File: src/rtl/uart_tx_arbiter.sv
// Round-robin arbiter that lends one UART transmitter to N message FSMs for
// whole messages, with a per-byte watchdog that reclaims the bus from a stalled owner.
module uart_tx_arbiter #(
   parameter int N       = 4,
   parameter int TIMEOUT = 65535,
   parameter int TW      = 16
) (
   input  logic           clk,
   input  logic           reset,
   input  logic [N-1:0]   req,
   // requester done pulses ("release" is a reserved word)
   input  logic [N-1:0]   rel,
   input  logic [N-1:0]   ld_in,
   input  logic [8*N-1:0] data_in,
   input  logic           txempty_in,
   output logic [7:0]     txdata_out,
   output logic           ldtxdata_out,
   output logic [N-1:0]   gnt,
   output logic [N-1:0]   txempty_out,
   output logic           busy,
   output logic           timeout_err
);

   // state   | meaning
   // S_IDLE  | no owner, pick next requester round-robin after ptr
   // S_GRANT | requester g owns the transmitter until rel[g] or watchdog expiry
   localparam logic [0:0] S_IDLE  = 1'b0;
   localparam logic [0:0] S_GRANT = 1'b1;

   localparam int IW = (N > 1) ? $clog2(N) : 1;

   logic [0:0]    state;
   logic [IW-1:0] g;
   logic [IW-1:0] ptr;
   logic [IW-1:0] win;
   logic [IW-1:0] idx;
   logic          any_req;
   logic [TW-1:0] wdog;
   logic [7:0]    bytes [N];
   logic          cur_ld;
   logic          cur_rel;
   logic          at_limit;

   for (genvar i = 0; i < N; i++) begin : g_bytes
      assign bytes[i] = data_in[8*i +: 8];
   end

   always_comb begin
      win     = '0;
      idx     = '0;
      any_req = 1'b0;
      for (int k = 1; k <= N; k++) begin
         idx = IW'((int'(ptr) + k) % N);
         if (!any_req && req[idx]) begin
            any_req = 1'b1;
            win     = idx;
         end
      end
   end

   assign cur_ld   = ld_in[g];
   assign cur_rel  = rel[g];
   assign at_limit = (wdog == TW'(TIMEOUT - 1));

   always_ff @(posedge clk or posedge reset) begin
      if (reset) begin
         state       <= S_IDLE;
         gnt         <= '0;
         busy        <= 1'b0;
         timeout_err <= 1'b0;
         wdog        <= '0;
         ptr         <= IW'(N - 1);
         g           <= '0;
      end else begin
         timeout_err <= 1'b0;
         case (state)
            S_IDLE: begin
               if (any_req) begin
                  state <= S_GRANT;
                  g     <= win;
                  gnt   <= N'(1) << win;
                  busy  <= 1'b1;
                  wdog  <= '0;
               end
            end
            S_GRANT: begin
               // a genuine release on the expiry cycle suppresses the error pulse
               if (cur_rel || (!cur_ld && at_limit)) begin
                  state       <= S_IDLE;
                  gnt         <= '0;
                  busy        <= 1'b0;
                  ptr         <= g;
                  wdog        <= '0;
                  timeout_err <= !cur_rel;
               end else if (cur_ld) begin
                  wdog <= '0;
               end else if (wdog != '1) begin
                  wdog <= wdog + 1'b1;
               end
            end
            default: state <= S_IDLE;
         endcase
      end
   end

   always_comb begin
      txdata_out   = '0;
      ldtxdata_out = 1'b0;
      txempty_out  = '0;
      if (!reset && state == S_GRANT) begin
         txdata_out     = bytes[g];
         ldtxdata_out   = ld_in[g];
         txempty_out[g] = txempty_in;
      end
   end

endmodule

File: config.mk
export PLATFORM = sky130hd
export DESIGN_NAME = uart_tx_arbiter
export DESIGN_NICKNAME = d
export VERILOG_FILES = /design/src/rtl/uart_tx_arbiter.sv
export SDC_FILE = /design/constraint.sdc
export NUM_CORES = 1
export LEC_CHECK = 0
export CELL_PAD_IN_SITES_DETAIL_PLACEMENT = 1
export CELL_PAD_IN_SITES_GLOBAL_PLACEMENT = 1
export CORE_MARGIN = 2
export CORE_UTILIZATION = 33
export CTS_BUF_LIST = sky130_fd_sc_hd__clkbuf_16
export DETAILED_ROUTE_END_ITERATION = 10
export GPL_ROUTABILITY_DRIVEN = 0
export PLACE_DENSITY = 0.91
export SETUP_SLACK_MARGIN = 0.05
export SLEW_MARGIN = 20
export SYNTH_ARGS = -nofsm -noshare
export SYNTH_HDL_FRONTEND = slang
export SYNTH_SLANG_ARGS = --single-unit
File: constraint.sdc
create_clock -name clk -period 2.8 [get_ports clk]
set_input_delay 0.42 -clock clk [delete_from_list [all_inputs] [get_ports clk]]
set_output_delay 0.42 -clock clk [all_outputs]
set_load 0.005 [all_outputs]
==> impl_results.md, run 1 <==
* Status: finished clean
* WHS at between 0.5 and 0.6 ns
* Core ar. at 0.005172 sq mm
* Most frequent cells in the layout: clkdlybuf4s50_1 (65), dfrtp_1 (24), nor2_1 (14), nand2_1 (13)
* Reg-to-Reg End: wdog[7]
* Final hold violation count at 0
* Row cnt at 26
* TritonCTS clock tree: done
* Total GRT Usage at 20.42%
* Startpoint types: flop
* Worst Setup Slack, final at 0.2334 ns
* Num CTS Buffers at 3
* Placed cell count at roughly 320
* Num ports at 66
* Total Wirelength at 5780 um
* RSZ-0062 raised after global routing: no
* Root buffer cell: clkbuf_16
* Worst VDD drop at approximately 0.00035 V
* FMAX at 389.6 MHz
* Fin nets at 301
* H-tree depth at 1
* DR WL met3 at between 200 and 300 um
* Wire per inst at 18.01 um
* Postcts setup bufs at 0
* Post-Syn Instances at 183
* Fin crit share at 91.66%
* IO Port Bufs at 65
* WP buf/inv at 2
* Crit-path leading delay family: buffers and inverters
* Drt initial violations at between 100 and 150
* Mapped Area at 0.001795 sq mm
* Most common cell after layout, fill and taps aside: clkdlybuf4s50_1
* Syn Area/Cell at 9.811 sq um
* Max_slew headroom at 55.52%
* DRT Pass-1 Iters at 4
* Reg clk slew, reported paths at 0.07 ns
* CTS sink count at 27
* Seq/Total Area, Yosys at 37.77%
* R2R setup slack at 0.44 ns
* Share of cells above drive strength 1 at 11.95%
* Met2 wire len at 3153 um
* Chip width at 77.76 um
* Area Overhead vs Synth at 46.20%
* CP max FO at 10
* Slew @ Worst Pin at 0.6612 ns
* Final Non-Filler Cells at 321
* Primary FF master, synth: dfrtp_1
* ANT cells at 0
* Clock tree buffer depth at 2
* FFs w/ async S/R, synth at 100.0%
* Share of Yosys cell area claimed by the top area cell type at between 30% and 40%
* Pwr dens at 680.7 mW/mm^2
* Crit end category: output port
* Later-pin clock latency in the skew report at 0.27 ns
* Via density per instance at around 5.7
* EDFF count, synth at 0
* Distinct cells, synth at 47
* Clock Skew at 0.002003 ns
* Highest Signal Layer: met4
* Critical Path Slowest Stage Cell: dfrtp_2
* Placement Setup Slack at 0.2428 ns
* Crit path kind: reg2out
* First-pass GRT wire length at 9811 um
* Post-synthesis register bit count at 27
* Synthesized Nets at about 230
* Detailed Place HPWL at approximately 4500 um
* Vias in the first global route at 1983
* Die area at 0.006047 sq mm
* Number of routed nets with antenna violations at 0
* DRC viols at 0
* Leakage at a little over 1 nW
* Total congestion overflow at 0
* Worst r2r path cells at 6
* Post-route cell area at about 0.0026 sq mm
* Largest net degree at the start of global routing at 24
* Hold Crit Class: in2async
* Starting density of the core at a little over a third
* CP max stage delay at about 0.54 ns
* YS warnings at 0
* CP Data Required Time at 2.38 ns
* Slew Viols, Final at 0
* Synth top area cells: dfrtp_1 (35%), mux4_2 (13%), and3_1 (3.8%)
* DRT met1 WL at 2311 um
* Minimum clock period after layout at 2.567 ns
* Max-cap check violation count at 0
* Total number of vias at 1821
* Setup_tns at 0 ns
* Initial antenna violation count at 0
* DP Area at 0.002541 sq mm
* Setup violators final at 0
* Largest area contributor in the netlist: dfrtp_1
* Die H at approximately 78 um
* Crit-path cells: buf_4 > mux4_2 > and3_1 > clkdlybuf4s50_1
* Reg2reg start: g[0]
* Arrival time at the worst endpoint at 2.15 ns
[state kept, by name, indices dropped and copies added (netlist names)]
signal and flops:
busy 1, g 2, gnt 4, ptr 2
state 1, timeout_err 1, wdog 16
[report_power, final]
group	leakage (nW)	total, mW	switching [mW]	internal [mW]
clock	0.0371	0.340	0.146	0.195
sequential	0.357	0.594	0.117	0.477
combinational	0.618	0.853	0.360	0.493
[cell families after synthesis]
kind of cell / Yosys count / synth area share (%)
AOI/OAI and AO/OA: 41 / 15.96
adders and majority gates: 2 / 1.394
buffers and inverters: 18 / 4.390
DFF: 27 / 37.77
muxes: 13 / 14.36
and+or+nand+nor: 82 / 26.13
[synth_stat cells (3+ instances only)]
cell type	number
a21oi_1	7
a311oi_1	4
a31oi_1	4
and3_1	11
and4_1	4
clkbuf_1	5
dfrtp_1	25
inv_1	11
mux4_2	10
nand2_1	13
nand2b_1	4
nand3_1	6
nand4_1	4
nor2_1	14
nor3_1	3
nor4_1	4
o21ai_0	4
o22ai_1	6
o31ai_1	3
or3_1	5
[what timing repair did]
item	4_1_cts	5_1_grt
setup endpoints to repair	1	0
resized for setup	1	0
hold buffers	0	0
[worst register-to-register path, stage by stage (launching register included)]
cell and delay (ns):
dfrtp_2 0.54, mux4_2 0.59, or3_4 0.40, nor2_2 0.16
buf_4 0.20, nor4b_1 0.26, a221o_1 0.15
[cell type report]
class | instances | area (sq um)
clock inverters | 1 | 7.507
fillers | 563 | 2547
multi-input cells | 138 | 1039
flip-flops and latches | 27 | 679.4
repair buffers | 71 | 695.7
clock buffers | 3 | 75.07
inverters | 11 | 41.29
well taps | 70 | 87.58
[worst max path at each step]
stage	start	to	slack [ns]	cells after the start
after global placement	g[0]	txdata_out[6]	0.31	4
final	g[0]	txdata_out[6]	0.23	4
after detailed placement	rel[3]	wdog[7]	0.24	7
after CTS	g[0]	txdata_out[6]	0.20	4
after floorplan	g[0]	wdog[5]	0.78	6
after global routing	g[0]	txdata_out[6]	0.11	4
[stage by stage]
step / power [mW] / utilization, %
after global routing: 1.907 / 50.75
after global placement: 1.420 / 49.13
after floorplan: 1.098 / -
after detailed placement: 1.460 / 49.13
after CTS: 1.802 / 50.75
final: 1.787 / 50.75
[per-layer routing]
layer | up-vias | track usage [%]
li1 | 849 | -
met1 | 907 | 25.46
met2 | 60 | 35.69
met3 | 5 | 4.070
met4 | 0 | 5.714
met5 | - | 0
Note: power is estimated with default switching activity, not from simulation.
==> run 2, diff against run 1 <==
--- a/config.mk
+++ b/config.mk
@@ -5,6 +5,7 @@
 export SDC_FILE = /design/constraint.sdc
 export NUM_CORES = 1
 export LEC_CHECK = 0
+export CAP_MARGIN = 20
 export CELL_PAD_IN_SITES_DETAIL_PLACEMENT = 1
 export CELL_PAD_IN_SITES_GLOBAL_PLACEMENT = 1
 export CORE_MARGIN = 2
==> results of run 2 <==
The final DEF is identical to that of run 1; final timing and power are the same.
==> run 3, diff against run 2 <==
==> constraint.sdc (replaced) <==
create_clock -name clk -period 2.6 [get_ports clk]
set_input_delay 0.39 -clock clk [delete_from_list [all_inputs] [get_ports clk]]
set_output_delay 0.39 -clock clk [all_outputs]
set_load 0.005 [all_outputs]
==> run 3 against run 2 <==
Effect of this change: clock power increased by 7.6%; clock skew grew 0.0027 ns; worst setup slack lost 0.090 ns; final area rose by 0.91%; critical endpoint is now txdata_out[0]; highest routed layer unchanged.
==> impl_results.md, run 3 (synthesis results as in run 1) <==
* Status: finished clean
* Row cnt at 26 (unchanged)
* Reg with most FFs: wdog
* Crit end category: output port
* First-pass GRT wire length at 10790 um (+10%)
* Post-route cell area at 0.002649 sq mm (+0.91%)
* Later-pin clock latency in the skew report at 0.27 ns (about the same)
* Number of flip-flops under the largest register name at 16 (unchanged)
* Most frequent cells in the layout: clkdlybuf4s50_1 (65), dfrtp_1 (23), nor2_1 (14), nand2_1 (13)
* Starting density of the core at 34.71% (unchanged)
* Clock Skew at 0.004694 ns (+0.002690 ns)
* Total congestion overflow at 0 (unchanged)
* Total Wirelength at 6439 um (+11%)
* Share of cells above drive strength 1 at 13.04% (+1.1 points)
* Seq pwr share at 31.3% (-1.9 points)
* CP Data Required Time at 2.21 ns (-0.17 ns)
* Placement Setup Slack at -0.001030 ns (-0.2438 ns)
* Comb pwr share at 50.4% (+2.7 points)
* Worst r2r path cells at 6 (unchanged)
* Largest net degree at the start of global routing at 25 (+4.2%)
* Minimum clock period after layout at 2.456 ns
* Root buffer cell: clkbuf_16
* Worst VDD drop at 0.0004015 V (+15%)
* Arrival time at the worst endpoint at 2.07 ns (-0.08 ns)
* Reg clk slew, reported paths at 0.07 ns (about the same)
* Biggest regs: wdog x16, gnt x4
* Startpoint types: flop
* Num CTS Buffers at 3 (unchanged)
* Slew @ Worst Pin at 0.8642 ns (+0.2030 ns)
* Die H at 77.76 um (unchanged)
* Reg-to-Reg End: wdog[10]
* Crit path kind: reg2out
* Fin crit share at 94.48%
* Slew Viols, Final at 0 (unchanged)
* Initial antenna violation count at 0 (unchanged)
* Detailed Place HPWL at 5024 um (+11%)
* Clock tree buffer depth at 2 (unchanged)
* Total Power at 2.001 mW (+12%)
* Clock share of power at 18.3% (-0.7 points)
* CTS sink count at 27 (unchanged)
* # hold bufs at CTS at 0 (unchanged)
* Area Overhead vs Synth at 47.53%
* Die area at 0.006047 sq mm (unchanged)
* Setup violators final at 0 (unchanged)
* DP Area at 0.002556 sq mm (+0.59%)
* Leakage at 1.032 nW (+2.0%)
* Fin nets at 303 (+0.66%)
* Psw at 722.0 uW (+16%)
* Vias in the first global route at 2155 (+8.7%)
* Int Pwr at 1.279 mW (+9.8%)
* Wire per inst at 19.93 um (+11%)
* Chip width at 77.76 um (unchanged)
* TritonCTS clock tree: done
* Final hold violation count at 0 (unchanged)
* Reg2reg start: g[0]
* Number of routed nets with antenna violations at 0 (unchanged)
* H-tree depth at 1 (unchanged)
* RSZ-0062 raised after global routing: yes
* CP max FO at 4 (-6)
* Via density per instance at 5.814 (+2.5%)
* Max_slew headroom at 41.86% (-14 points)
* Core Util, Final at 51.21% (+0.46 points)
* FMAX at 407.1 MHz
* Most common cell after layout, fill and taps aside: clkdlybuf4s50_1
* Switching Fraction at 36.09% (+1.2 points)
* R2R setup slack at 0.31 ns (-0.13 ns)
* Worst Setup Slack, final at 0.1436 ns (-0.08983 ns)
* DRT Pass-1 Iters at 4 (unchanged)
* Total GRT Usage at 22.99% (+2.6 points)
* Num ports at 66 (unchanged)
* Drt initial violations at 134 (+26%)
* Core ar. at 0.005172 sq mm (unchanged)
* IO Port Bufs at 65 (unchanged)
* ANT cells at 0 (unchanged)
* Pwr dens at 755.3 mW/mm^2 (+11%)
* Total number of vias at 1878 (+3.1%)
* Fill cell total of the finished layout at 585 (+3.9%)
* Hold Crit Class: in2async
* Max-cap check violation count at 0 (unchanged)
* DRC viols at 0 (unchanged)
[run 3: per-stage QoR]
step | TNS [ns] | cells | hold slack, ns
3_5_place_dp | -0.001243 | 319 | 0.5139
6_report | 0 | 323 | 0.4251
5_1_grt | 0 | 323 | 0.4690
2_1_floorplan | 0 | 183 | 0.4593
3_3_place_gp | 0 | 319 | 0.4808
4_1_cts | 0 | 323 | 0.4257
[run 3: power groups by stage]
stage | combinational (mW) | sequential, mW | clock, mW
after floorplan | 0.610 | 0.573 | 0
after global routing | 1.09 | 0.644 | 0.383
after detailed placement | 0.994 | 0.626 | 0
after global placement | 0.935 | 0.616 | 0
final | 1.01 | 0.626 | 0.366
after CTS | 1.00 | 0.622 | 0.372
[run 3: worst max path at each step]
stage,cells after the start,startpoint,end
5_1_grt,7,wdog[0],wdog[15]
4_1_cts,4,g[0],txdata_out[5]
3_5_place_dp,7,rel[0],wdog[10]
6_report,4,g[0],txdata_out[0]
2_1_floorplan,6,g[0],wdog[5]
3_3_place_gp,7,rel[3],wdog[7]
[run 3: critical path, cell delays in order, from the launching register on]
cell and delay, ns:
dfrtp_2 0.45, buf_4 0.19, mux4_2 0.52, and3_1 0.19, clkdlybuf4s50_1 0.45
[run 3: per-layer routing]
layer | GRT usage [%] | routed length [um] | up-vias
li1 | - | - | 854
met1 | 23.84 | 2387 | 929
met2 | 42.33 | 3485 | 72
met3 | 5.581 | 324 | 23
met4 | 12.14 | 242 | 0
met5 | 0 | 0 | -
[run 3: final cells by class]
cell class	count	area (sq um)	share of cell area [%]
Clock buffer	3	75.07	2.834
Clock inverter	1	5.005	0.1889
Inverter	11	41.29	1.559
Multi-Input combinational cell	138	1045	39.44
Sequential cell	27	680.7	25.70
Tap cell	70	87.58	3.307
Timing Repair Buffer	73	714.4	26.97
[run 3: what timing repair did]
action / 4_1_cts / 5_1_grt
buffers inserted: 0 / 0
pin swaps: 0 / 0
endpoints found under the setup margin: 4 / 6
endpoints found under the hold margin: 0 / 0
resized for setup: 1 / 3
